===== src/rtl/demux1x4_collector.sv =====
// demux1x4_collector: steers serial bits into 4 lanes and emits the assembled word on a valid/ready port
module demux1x4_collector #(
  parameter int N = 4,
  parameter int SEL_W = 2
) (
  input  logic             clk,
  input  logic             rst_n,
  input  logic             in_valid,
  output logic             in_ready,
  input  logic             din,
  input  logic [SEL_W-1:0] sel,
  input  logic             flush,
  output logic             out_valid,
  input  logic             out_ready,
  output logic [N-1:0]     dout,
  output logic [N-1:0]     filled,
  output logic             dup_err
);
  typedef enum logic {COLLECT, HOLD} state_t;
  state_t state, state_n;
  logic [N-1:0] dout_n, filled_n;
  logic accept, dup_n;
  assign in_ready = state == COLLECT;
  assign out_valid = state == HOLD;
  assign accept = in_valid & in_ready;
  always_comb begin
    state_n = state;
    dout_n = dout;
    filled_n = filled;
    dup_n = 1'b0;
    if (state == COLLECT) begin
      if (accept) begin
        dout_n[sel] = din;
        filled_n[sel] = 1'b1;
        dup_n = filled[sel];
      end
      state_n = (&filled_n || (flush && (|filled || accept))) ? HOLD : COLLECT;
    end else if (out_ready) begin
      state_n = COLLECT;
      dout_n = '0;
      filled_n = '0;
    end
  end
  always_ff @(posedge clk or negedge rst_n)
    if (!rst_n) begin
      state <= COLLECT;
      dout <= '0;
      filled <= '0;
      dup_err <= 1'b0;
    end else begin
      state <= state_n;
      dout <= dout_n;
      filled <= filled_n;
      dup_err <= dup_n;
    end
endmodule

===== config.mk =====
export PLATFORM = sky130hd
export DESIGN_NAME = demux1x4_collector
export DESIGN_NICKNAME = d
export VERILOG_FILES = /design/src/rtl/demux1x4_collector.sv
export SDC_FILE = /design/constraint.sdc
export NUM_CORES = 1
export LEC_CHECK = 0
export CAP_MARGIN = 20
export CORE_UTILIZATION = 40
export DETAILED_ROUTE_END_ITERATION = 12
export PLACE_DENSITY = 0.79
export SLEW_MARGIN = 5
export SYNTH_ARGS = -nofsm -noshare
export SYNTH_HDL_FRONTEND = slang
export SYNTH_SLANG_ARGS = --single-unit

===== constraint.sdc =====
create_clock -name clk -period 1.54 [get_ports clk]
set_clock_uncertainty 0.05 [all_clocks]
set_input_delay 0.462 -clock clk [delete_from_list [all_inputs] [get_ports clk]]
set_output_delay 0.462 -clock clk [all_outputs]
set_load 0.03 [all_outputs]

==> run metrics <==
diode count 0; cell accounting for the most synthesized area dfrtp_1; port bufs 18; gr usage total 23.1%; WP buf/inv 3; cell with the most instances after synthesis dfrtp_1; Clk Latency, worst-skew pair 270 ps; synthesis-to-finish area growth 51.2%; DIE WIDTH around 38 um; cell count after synthesis 52; sequential fraction of the synthesis area 48.1%; Post-synth EDFFs 0; delay of the slowest cell on the worst path 420 ps; Primary FF master, synth dfrtp_1; global-route wire length before repair 2150 um; kind of critical path flip-flop to output port; CTS tree done; Die Y 38.1 um; Startpoint Class flip-flop; clk sinks 10; FF-to-FF Start out_valid$_DFF_PN0_; Final Setup Violations 0; vias in the first global route 484; critical path launch point out_valid$_DFF_PN0_; Top delay family on crit path flip-flops; total gr overflow 0; Final Util 68.1%; total power 1.45 mW; CP Depth 3; synth warn 0; CP Capture Type output port; total CTS buffers 3; share of cells above drive strength 1 33.3%; GPL Wtd Cong 0.942; worst r2r dst dout[1]$_DFFE_PN0P_; Lkg Pwr 0.379 nW; RSZ-0062 raised after global routing true; Worst Reg-to-Reg Cells 5; Slew HR 80.2%; Mapped Nets 60; post-synth top area share about 48%; # DRC 0; # H-tree levels 1; crit path time final 1510 ps; Worst Setup EP in_ready; Clock Tree Root clkbuf_4; Worst EP arrival 1000 ps; flop2flop setup slack roughly 80 ps; Worst-path clk slew 70 ps; vias per inst 5.76; Post-Syn Area 520 um2; Vias 547; Crit-path slowest cell dfrtp_2; Antenna Nets Post-Route 0; Fmax approximately 660 MHz; core area 1160 um2; Iter 0 DRT Violations 26; Data required, critical path roughly 1000 ps; WL/cell 14.8 um; top fanout value on the critical path 4; Syn Area/Cell 10.0 um2; status complete, no violations; CTS Buffer Depth 2; cts hold-fix bufs 0; post-synth cell types 22; Initial Util 45.0%; Final Max Tran Viols 0; largest net degree at the start of global routing 11; Final Hold Vio Count 0; Post-synth top cells 10 x dfrtp_1, 7 x inv_1, 5 x o22ai_1; TritonRoute pass-1 iters 4; Max-Cap Viols 0; Routed WL 1410 um; Max VDD drop around 0.00099 V; initial antenna violation count 0; Hold/Removal Path Class input pin to async pin; async set-reset flop share out of synthesis 100%; worst-margin pin slew between 200 and 300 ps; top post-synthesis cells by area dfrtp_1 48%, o22ai_1 6.0%, inv_1 5.0%; setup_tns 0 ps; count of state elements after synthesis 10; most used cell, CP buf_6; period utilization between 90 and 100%; IO Pins 19; Site Rows 12; full die area 1450 um2; cells along the critical path buf_6 > inv_4 > buf_6; pwr/cell area 1840 nW/um2; nets@finish 90; HPWL after DPL 1010 um
## repair_timing
item,CTS,global route
endpoints found under the setup margin,10,4
gates resized for setup,9,6
pin swaps,1,3
setup buffers,1,1
## layout make-up
type | instances | area (um2)
fill | 92 | 369
sequential | 10 | 251
multi-input combinational | 32 | 230
timing repair buffer | 27 | 229
inverter | 8 | 32.5
clock buffer | 4 | 26.3
tap | 14 | 17.5
## through the flow
stage / setup slack, ps / hold WS, ps / cell area (um2) / std cells
after CTS: 5.40 / 467 / 772 / 94
after global routing: -9.97 / 471 / 787 / 95
final: 28.4 / 449 / 787 / 95
after detailed placement: -446 / 455 / 736 / 89
after floorplan: 7.48 / 116 / 528 / 52
after global placement: -424 / 444 / 736 / 89
## logic make-up after synthesis
family          Yosys count  share of synthesized area, %
buf+inv                  10                          8.89
mux                       3                          8.17
flops                    10                          48.1
simple gates             11                          13.0
compound gates           18                          21.9
## power breakdown
part	switching, mW	internal, mW
logic	0.456	0.343
registers	0.104	0.355
clock network	0.0927	0.100
total	0.652	0.798
## placed cells by master (no fill, tap or decap), types with 2 or more instances in the layout
master / instances
o22ai_1: 4
and3_1: 2
o211ai_1: 2
or2_1: 2
dlygate4sd2_1: 4
clkdlybuf4s50_1: 4
a31oi_1: 3
dfrtp_1: 9
mux2i_1: 2
buf_4: 14
nand3_1: 3
clkbuf_4: 3
inv_1: 6
buf_6: 3
o21ai_1: 3
o31ai_1: 2
## per-layer routing
metal | track usage [%] | part of all wire, % | wire length (um)
met1 | 28.6 | 44 | 616
met2 | 35.2 | 44 | 617
met3 | 6.98 | 8.7 | 123
met4 | 13.4 | 3.6 | 50
met5 | 0 | 0 | 0
## state kept, by name, indices dropped and copies added, names as in the netlist
signal / flops
out_valid: 1
filled: 4
dout: 4
dup_err: 1
## how the worst min path moves through the flow
stage	startpoint	end	slack, ps	cells past startpoint
after detailed placement	dout[1]$_DFFE_PN0P_	dout[1]$_DFFE_PN0P_	460	2
final	rst_n	dout[2]$_DFFE_PN0P_	450	2
after global routing	rst_n	dout[1]$_DFFE_PN0P_	470	2
after global placement	dout[1]$_DFFE_PN0P_	dout[1]$_DFFE_PN0P_	440	2
after CTS	dout[1]$_DFFE_PN0P_	dout[1]$_DFFE_PN0P_	470	2
after floorplan	rst_n	dout[0]$_DFFE_PN0P_	120	0
Note: power is estimated with default switching activity, not from simulation.
